$ cat src/rtl/mult_pkg.sv
// mult_pkg: shared states, requester ids and sizing for the multiplier-sharing arbiter
package mult_pkg;
    localparam int MULT_WIDTH = 4;
    localparam int MULT_TIMEOUT = 15;
    typedef enum logic [1:0] {IDLE, ISSUE, WAIT, RESPOND} state_t;
    typedef enum logic {REQ_A, REQ_B} req_id_t;
endpackage

$ cat src/rtl/rr_arbiter2.sv
// rr_arbiter2: two-way round-robin grant; a tie goes to the requester not served last
module rr_arbiter2
    import mult_pkg::*;
(
    input  logic    req_a,
    input  logic    req_b,
    input  req_id_t last,
    output req_id_t winner,
    output logic    any_req
);
    always_comb begin
        any_req = req_a | req_b;
        winner  = (req_a && (!req_b || last == REQ_B)) ? REQ_A : REQ_B;
    end
endmodule

$ cat src/rtl/mult_share_arbiter.sv
// mult_share_arbiter: shares one sequential multiplier core between requesters A and B
module mult_share_arbiter
    import mult_pkg::*;
#(
    parameter int WIDTH   = MULT_WIDTH,
    parameter int TIMEOUT = MULT_TIMEOUT
) (
    input  logic               Clock,
    input  logic               Reset,
    input  logic               ReqA,
    input  logic [WIDTH-1:0]   MultiplierA,
    input  logic [WIDTH-1:0]   MultiplicandA,
    output logic               AckA,
    output logic [2*WIDTH-1:0] ProductA,
    output logic               ValidA,
    input  logic               ReqB,
    input  logic [WIDTH-1:0]   MultiplierB,
    input  logic [WIDTH-1:0]   MultiplicandB,
    output logic               AckB,
    output logic [2*WIDTH-1:0] ProductB,
    output logic               ValidB,
    output logic               CoreStart,
    output logic [WIDTH-1:0]   CoreMultiplier,
    output logic [WIDTH-1:0]   CoreMultiplicand,
    input  logic [2*WIDTH-1:0] CoreProduct,
    input  logic               CoreHalt,
    output logic               Busy,
    output logic               Error
);
    localparam int CW = $clog2(TIMEOUT + 1);
    state_t        state, state_nxt;
    req_id_t       winner, winner_q, last;
    logic          any_req, halt_ok, timed_out;
    logic [CW-1:0] cnt;
    rr_arbiter2 u_arb (
        .req_a   (ReqA),
        .req_b   (ReqB),
        .last    (last),
        .winner  (winner),
        .any_req (any_req)
    );
    always_ff @(posedge Clock) state <= Reset ? IDLE : state_nxt;
    always_comb begin
        halt_ok   = CoreHalt && cnt != '0;
        timed_out = cnt == CW'(TIMEOUT - 1);
        state_nxt = state == IDLE  ? (any_req ? ISSUE : IDLE)
                  : state == ISSUE ? WAIT
                  : state == WAIT  ? ((halt_ok || timed_out) ? RESPOND : WAIT)
                  : IDLE;
    end
    always_ff @(posedge Clock) begin
        if (Reset) begin
            winner_q         <= REQ_A;
            last             <= REQ_B;
            cnt              <= '0;
            CoreMultiplier   <= '0;
            CoreMultiplicand <= '0;
            ProductA         <= '0;
            ProductB         <= '0;
            Error            <= 1'b0;
        end else begin
            if (state == IDLE && any_req) begin
                winner_q         <= winner;
                CoreMultiplier   <= winner == REQ_A ? MultiplierA : MultiplierB;
                CoreMultiplicand <= winner == REQ_A ? MultiplicandA : MultiplicandB;
            end
            cnt <= state == WAIT ? cnt + 1'b1 : '0;
            if (state == WAIT && (halt_ok || timed_out)) begin
                if (winner_q == REQ_A) ProductA <= halt_ok ? CoreProduct : '0;
                else ProductB <= halt_ok ? CoreProduct : '0;
                if (!halt_ok) Error <= 1'b1;
            end
            if (state == RESPOND) last <= winner_q;
        end
    end
    always_comb begin
        Busy      = state != IDLE;
        CoreStart = state == ISSUE;
        AckA      = CoreStart && winner_q == REQ_A;
        AckB      = CoreStart && winner_q == REQ_B;
        ValidA    = state == RESPOND && winner_q == REQ_A;
        ValidB    = state == RESPOND && winner_q == REQ_B;
    end
endmodule

$ cat config.mk
export PLATFORM = sky130hd
export DESIGN_NAME = mult_share_arbiter
export DESIGN_NICKNAME = d
export VERILOG_FILES = /design/src/rtl/mult_pkg.sv /design/src/rtl/rr_arbiter2.sv /design/src/rtl/mult_share_arbiter.sv
export SDC_FILE = /design/constraint.sdc
export NUM_CORES = 1
export LEC_CHECK = 0
export CORE_AREA = 2 2 67 69
export CTS_CLUSTER_SIZE = 20
export DETAILED_ROUTE_END_ITERATION = 16
export DIE_AREA = 0 0 69 71
export GPL_TIMING_DRIVEN = 0
export HOLD_SLACK_MARGIN = 0.15
export MAX_ROUTING_LAYER = met4
export PLACE_DENSITY = 0.73
export SYNTH_ARGS = -nofsm -noshare
export SYNTH_HDL_FRONTEND = slang
export SYNTH_HIERARCHICAL = 1
export SYNTH_SLANG_ARGS = --single-unit
export TNS_END_PERCENT = 5
$ cat constraint.sdc
create_clock -name Clock -period 1.5 [get_ports Clock]
set_input_delay 0.3 -clock Clock [delete_from_list [all_inputs] [get_ports Clock]]
set_output_delay 0.3 -clock Clock [all_outputs]
set_load 0.05 [all_outputs]
==> results of run 1 <==
==> kinds of logic after synthesis <==
logic type	after synthesis	synth area share [%]
buffers and inverters	19	6.77
flip-flops	33	42.5
adder cells (fa/ha/maj)	7	5.64
AND/OR/NAND/NOR	51	19.4
XOR/XNOR	2	1.13
multiplexers	9	5.80
AO/OA/AOI/OAI	31	18.7
==> layout make-up <==
cell class              count  area [um^2]  area share [%]
flip-flops and latches     33          674            27.6
clock buffers               7         86.3            3.54
inverters                   9         33.8            1.38
multi-input cells         100          853            35.0
repair buffers             65          609            25.0
well taps                  52         65.1            2.67
plain buffers              10         87.6            3.59
clock inverters             1         30.0            1.23
==> path summary, 6_finish.rpt <==
check | startpoint | cells past startpoint | slack (ns) | to
worst max-delay path | cnt[1] | 7 | -0.10 | ProductA[2]
worst min-delay path | cnt[0] | 1 | 0.44 | cnt[0]
worst max register to register | cnt[1] | 7 | -0.10 | ProductA[2]
worst min register to register | cnt[0] | 1 | 0.44 | cnt[0]
==> per-stage QoR <==
step / TNS [ns] / instances / setup slack (ns) / power (W) / cell area (um^2)
final: -0.895 / 277 / -0.101 / 0.00221 / 2440
after global routing: -2.41 / 277 / -0.155 / 0.00230 / 2440
after CTS: -2.04 / 271 / -0.207 / 0.00221 / 2330
after detailed placement: -10.48 / 263 / -0.473 / 0.00136 / 2230
after global placement: -10.20 / 263 / -0.477 / 0.00135 / 2230
after floorplan: -0.288 / 152 / -0.0599 / 0.00118 / 1570
==> sequential cells by signal, indices dropped and copies added (netlist names) <==
signal / flops
CoreMultiplier: 4
winner_q: 1
CoreMultiplicand: 4
cnt: 4
ProductB: 8
Error: 1
state: 2
ProductA: 8
last: 1
==> critical path, stage by stage (launching register included) <==
cell	delay, ns
sky130_fd_sc_hd__dfxtp_4	0.36
sky130_fd_sc_hd__inv_2	0.04
sky130_fd_sc_hd__ha_2	0.18
sky130_fd_sc_hd__nor2b_4	0.14
sky130_fd_sc_hd__o32ai_4	0.34
sky130_fd_sc_hd__buf_4	0.19
sky130_fd_sc_hd__nor3b_1	0.04
sky130_fd_sc_hd__a31o_2	0.20
==> layer usage <==
metal / track usage, % / up-vias / part of all wire [%]
li1: - / 684 / -
met1: 18.0 / 612 / 44
met2: 26.5 / 32 / 50
met3: 3.70 / 9 / 4.0
met4: 8.28 / 0 / 2.1
met5: - / - / 0
==> cells in the mapped netlist <==
cell type	count
sky130_fd_sc_hd__a211o_1	1
sky130_fd_sc_hd__a211oi_1	8
sky130_fd_sc_hd__a21o_1	1
sky130_fd_sc_hd__a21oi_1	1
sky130_fd_sc_hd__a21oi_2	1
sky130_fd_sc_hd__a31o_1	4
sky130_fd_sc_hd__a31o_2	12
sky130_fd_sc_hd__and2_1	1
sky130_fd_sc_hd__and2_2	1
sky130_fd_sc_hd__and2b_2	1
sky130_fd_sc_hd__buf_2	3
sky130_fd_sc_hd__buf_4	2
sky130_fd_sc_hd__buf_6	3
sky130_fd_sc_hd__clkbuf_1	2
sky130_fd_sc_hd__dfxtp_1	33
sky130_fd_sc_hd__ha_1	7
sky130_fd_sc_hd__inv_1	8
sky130_fd_sc_hd__inv_2	1
sky130_fd_sc_hd__mux2i_1	9
sky130_fd_sc_hd__nand2_1	1
sky130_fd_sc_hd__nand2b_1	2
sky130_fd_sc_hd__nand3_1	2
sky130_fd_sc_hd__nand3b_1	1
sky130_fd_sc_hd__nand4_1	1
sky130_fd_sc_hd__nor2_1	20
sky130_fd_sc_hd__nor2b_2	1
sky130_fd_sc_hd__nor3b_1	17
sky130_fd_sc_hd__nor3b_2	1
sky130_fd_sc_hd__nor4b_1	1
sky130_fd_sc_hd__o21ai_1	1
sky130_fd_sc_hd__o32ai_4	2
sky130_fd_sc_hd__or2_1	1
sky130_fd_sc_hd__xnor2_1	1
sky130_fd_sc_hd__xor2_1	1
==> repair_timing <==
item / CTS / global route
endpoints found under the hold margin: 0 / 0
setup buffers: 0 / 5
gates resized for setup: 67 / 30
pin swaps: 3 / 4
setup endpoints to repair: 52 / 33
gates cloned: 0 / 1
==> power by group through the flow <==
stage	clock [W]	combinational, W	sequential, W
final	0.000867	0.000416	0.000925
after global routing	0.000925	0.000442	0.000929
after CTS	0.000876	0.000401	0.000928
after detailed placement	0	0.000410	0.000948
after global placement	0	0.000406	0.000947
after floorplan	0	0.000154	0.00103
==> run metrics, run 1 <==
Max Clock Freq 0.625 GHz; detailed router's first-iteration violation count 30; Setup Skew 0.00554 ns; Worst Tran Pin Value 0.540 ns; layout cells sized above 1 28.9%; cell internal power dissipation 0.00162 W; count of hold-fix buffers inserted at cts 0; combined area of all synthesized cells 1550 um^2; largest voltage drop on the vdd net 0.000469 V; Final Slew Violations 0; post-synthesis register bit count 33; count of endpoints failing setup in the final report 17; wire length of the first global-routing pass 6.00 mm; vias per cell 4.83; antenna violations before repair 0; required arrival time at the worst endpoint 1.68 ns; final net count 260; root buffer cell sky130_fd_sc_hd__clkbuf_8; power per cell area 905 nW/um^2; number of diodes 0; arrival time at the worst endpoint 1.78 ns; setup repair after global routing missed its margin yes; Detailed Route WL 3.80 mm; final cell utilization of the core 58.0%; worst setup path class register to register; fraction of post-synthesis cell area in the top cell type by area 42.5%; Mapped Avg Cell Area 10.2 um^2; final weighted congestion in routability-driven placement 0.766; Critical Path End Type register; count of unique library cells instantiated by Yosys 34; die area 4900 um^2; total congestion overflow after global routing 0; count of port buffers added during placement 59; count of boundary I/O pins 60; LEAKAGE 1.08 nW; part of the Yosys area used for sequential elements 42.5%; top cell type by total area after synthesis sky130_fd_sc_hd__dfxtp_1; Syn Inst Count 152; Clock Latency Late Sink 0.29 ns; post-CTS clock slew at the launch and capture registers of the worst setup and hold paths 0.06 ns; largest net degree at the start of global routing 11; Clock H-tree levels 2; worst hold slack across all endpoints 0.441 ns; outcome complete, but fails checks; number of detailed-routing iterations run before antenna repair 4; top post-synthesis cells by area sky130_fd_sc_hd__dfxtp_1, sky130_fd_sc_hd__nor3b_1, sky130_fd_sc_hd__a31o_2; switching share of power 26.6%; number of clock buffers inserted by TritonCTS 5; Gate power share 18.8%; drc violations 0; time the worst path needs with I/O delays and setup 1.60 ns; share of the clock period used by the worst path 107%; width of the chip 69 um; Die Ht 71 um; Vias 1337; number of sinks handled by clock tree synthesis 33; number of max-cap violations 0; drt wl/cell 13.7 um; synthesis-to-finish area growth 57.1%; vias in the first global route 1318; Initial Utilization 36.9%; Sequential Power Share 41.9%; critical path peak fanout 6; placeable core region 4200 um^2; Slew headroom 64.0%; Post-Synthesis Net Count 188; number of hold violations in the final report 0; failing checks setup timing; num rows 24; Filler Cell Count 377; detailed placer's ending HPWL 2.68 mm; number of nets still failing antenna checks after routing 0; final worst setup slack -0.101 ns; commonest non-fill, non-tap cell in the layout sky130_fd_sc_hd__dfxtp_1; GRT Overall Usage 16.0%; part of the power in the clock network 39.3%; Yosys Warn Count 6; clock tree from TritonCTS yes; net switching power 0.000587 W; critical path launch point type register; top library cells by usage in the layout, fill and taps aside sky130_fd_sc_hd__dfxtp_1, sky130_fd_sc_hd__clkdlybuf4s50_1, sky130_fd_sc_hd__dlygate4sd2_1, sky130_fd_sc_hd__nor2_1, sky130_fd_sc_hd__nor3b_1; worst hold path class register to register; clock tree buffer depth 2
(Power assumes the default switching activity.)
==> run 2, diff against run 1 <==
--- a/config.mk
+++ b/config.mk
@@ -12,7 +12,7 @@
 export GPL_TIMING_DRIVEN = 0
 export HOLD_SLACK_MARGIN = 0.15
 export MAX_ROUTING_LAYER = met4
-export PLACE_DENSITY = 0.73
+export PLACE_DENSITY = 0.8
 export SYNTH_ARGS = -nofsm -noshare
 export SYNTH_HDL_FRONTEND = slang
 export SYNTH_HIERARCHICAL = 1
==> run metrics, run 2 (synthesized netlist as in run 1, its figures left out) <==
outcome complete, but fails checks; failing checks setup timing; Die Ht 71 um (unchanged); antenna violations before repair 0 (unchanged); power per cell area 902 nW/um^2 (-0.33%); final net count 259 (-0.38%); Slew headroom 65.4% (+1.4 points); count of boundary I/O pins 60 (unchanged); arrival time at the worst endpoint 1.76 ns (-0.02 ns); num rows 24 (unchanged); required arrival time at the worst endpoint 1.68 ns (about the same); Clock Latency Late Sink 0.28 ns (about the same); drc violations 0 (unchanged); count of endpoints failing setup in the final report 18 (+1); post-CTS clock slew at the launch and capture registers of the worst setup and hold paths 0.07 ns (about the same); number of clock buffers inserted by TritonCTS 5 (unchanged); clock tree from TritonCTS yes; root buffer cell sky130_fd_sc_hd__clkbuf_8; total routed wire length on the met1 layer 1.64 mm (-1.6%); area of placed instances 2230 um^2 (unchanged); Worst Tran Pin Value 0.519 ns (-0.0204 ns); critical path peak fanout 6 (unchanged); Detailed Route WL 3.73 mm (-1.9%); number of detailed-routing iterations run before antenna repair 4 (unchanged); clock tree buffer depth 2 (unchanged); detailed router's first-iteration violation count 56 (+87%); worst reg-to-reg setup slack -0.08 ns (+0.02 ns); number of max-cap violations 0 (unchanged); setup repair after global routing missed its margin yes; worst setup path class register to register; Vias 1360 (+1.7%); vias in the first global route 1315 (-0.23%); final worst setup slack -0.0769 ns (+0.0240 ns); drt wl/cell 13.5 um (-1.6%); Setup Skew 0.00872 ns (+0.00318 ns); uppermost layer routed met4; vias per cell 4.93 (+2.1%); largest net degree at the start of global routing 12 (+1); number of hold violations in the final report 0 (unchanged); GRT Overall Usage 15.7% (-0.29 points); met3 wirelength from detailed routing 213 um (+41%); layout cells sized above 1 29.0% (+0.13 points); final standard cell area without fillers 2450 um^2 (+0.36%); Met2 Wirelength 1.81 mm (-4.7%); number of nets still failing antenna checks after routing 0 (unchanged); final weighted congestion in routability-driven placement 0.777 (+1.4%); Initial Utilization 36.9% (unchanged); width of the chip 69 um (unchanged); pre-CTS setup slack -0.483 ns (-0.00939 ns); largest registers ranked by flip-flop count ProductA: 8 flops, ProductB: 8 flops; count of hold-fix buffers inserted at cts 0 (unchanged); top library cells by usage in the layout, fill and taps aside sky130_fd_sc_hd__dfxtp_1, sky130_fd_sc_hd__clkdlybuf4s50_1, sky130_fd_sc_hd__dlygate4sd2_1, sky130_fd_sc_hd__nor2_1, sky130_fd_sc_hd__nor3b_1; worst hold path class register to register; die area 4900 um^2 (unchanged); Critical Path End Type register; Max Clock Freq 0.634 GHz (+1.5%); time the worst path needs with I/O delays and setup 1.58 ns (-0.0240 ns); Final Slew Violations 0 (unchanged); number of diodes 0 (unchanged); largest voltage drop on the vdd net 0.000570 V (+21%); count of port buffers added during placement 59 (unchanged); placeable core region 4200 um^2 (unchanged); worst hold slack across all endpoints 0.454 ns (+0.0128 ns); synthesis-to-finish area growth 57.7%; number of sinks handled by clock tree synthesis 33 (unchanged); LEAKAGE 1.09 nW (+0.53%); Clock H-tree levels 2 (unchanged); share of the clock period used by the worst path 105% (-1.6 points); wire length of the first global-routing pass 6.05 mm (+0.92%); total congestion overflow after global routing 0 (unchanged); critical path launch point type register; detailed placer's ending HPWL 2.63 mm (-2.1%)
run 2: report_power, final:
| part | internal [W] | total [W] | switching, W |
|---|---|---|---|
| Sequential | 0.000906 | 0.000927 | 0.0000215 |
| Combinational | 0.000173 | 0.000411 | 0.000238 |
| Clock | 0.000540 | 0.000869 | 0.000329 |
run 2: per-stage QoR:
stage | util, % | TNS [ns] | cells | total power [W]
2_1_floorplan | - | -0.288 | 152 | 0.00118
3_3_place_gp | 53.0 | -10.00 | 263 | 0.00135
3_5_place_dp | 53.0 | -10.98 | 263 | 0.00136
4_1_cts | 55.9 | -2.97 | 272 | 0.00221
5_1_grt | 58.2 | -2.52 | 276 | 0.00230
6_report | 58.2 | -0.626 | 276 | 0.00221
run 2: worst paths after layout:
path                  from     endpoint  cells past startpoint
setup / recovery  state[0]  ProductA[2]                      7
hold / removal      cnt[0]       cnt[0]                      1
setup reg to reg  state[0]  ProductA[2]                      7
hold reg to reg     cnt[0]       cnt[0]                      1
run 2: critical path: stages (launching register included):
cell,delay [ns]
sky130_fd_sc_hd__dfxtp_2,0.34
sky130_fd_sc_hd__inv_2,0.08
sky130_fd_sc_hd__ha_4,0.17
sky130_fd_sc_hd__nand2_4,0.07
sky130_fd_sc_hd__o32ai_4,0.40
sky130_fd_sc_hd__buf_4,0.19
sky130_fd_sc_hd__nor3b_2,0.04
sky130_fd_sc_hd__a31o_2,0.20
run 2: what timing repair did:
action,CTS,global route
gates cloned,0,1
pin swaps,2,3
setup buffers,1,4
setup endpoints to repair,56,34
gates resized for setup,61,35
run 2: final cells by class:
cell class / instances / area, um^2
fillers: 368 / 1760
multi-input cells: 100 / 853
flip-flops and latches: 33 / 673
repair buffers: 65 / 617
plain buffers: 9 / 83.8
clock buffers: 6 / 82.6
well taps: 52 / 65.1
clock inverters: 2 / 37.5
inverters: 9 / 36.3
run 2: per-layer routing:
metal,global-route usage [%],vias to the layer above
met5,-,-
met4,6.32,0
met3,5.13,7
met2,24.7,38
met1,18.6,635
li1,-,680
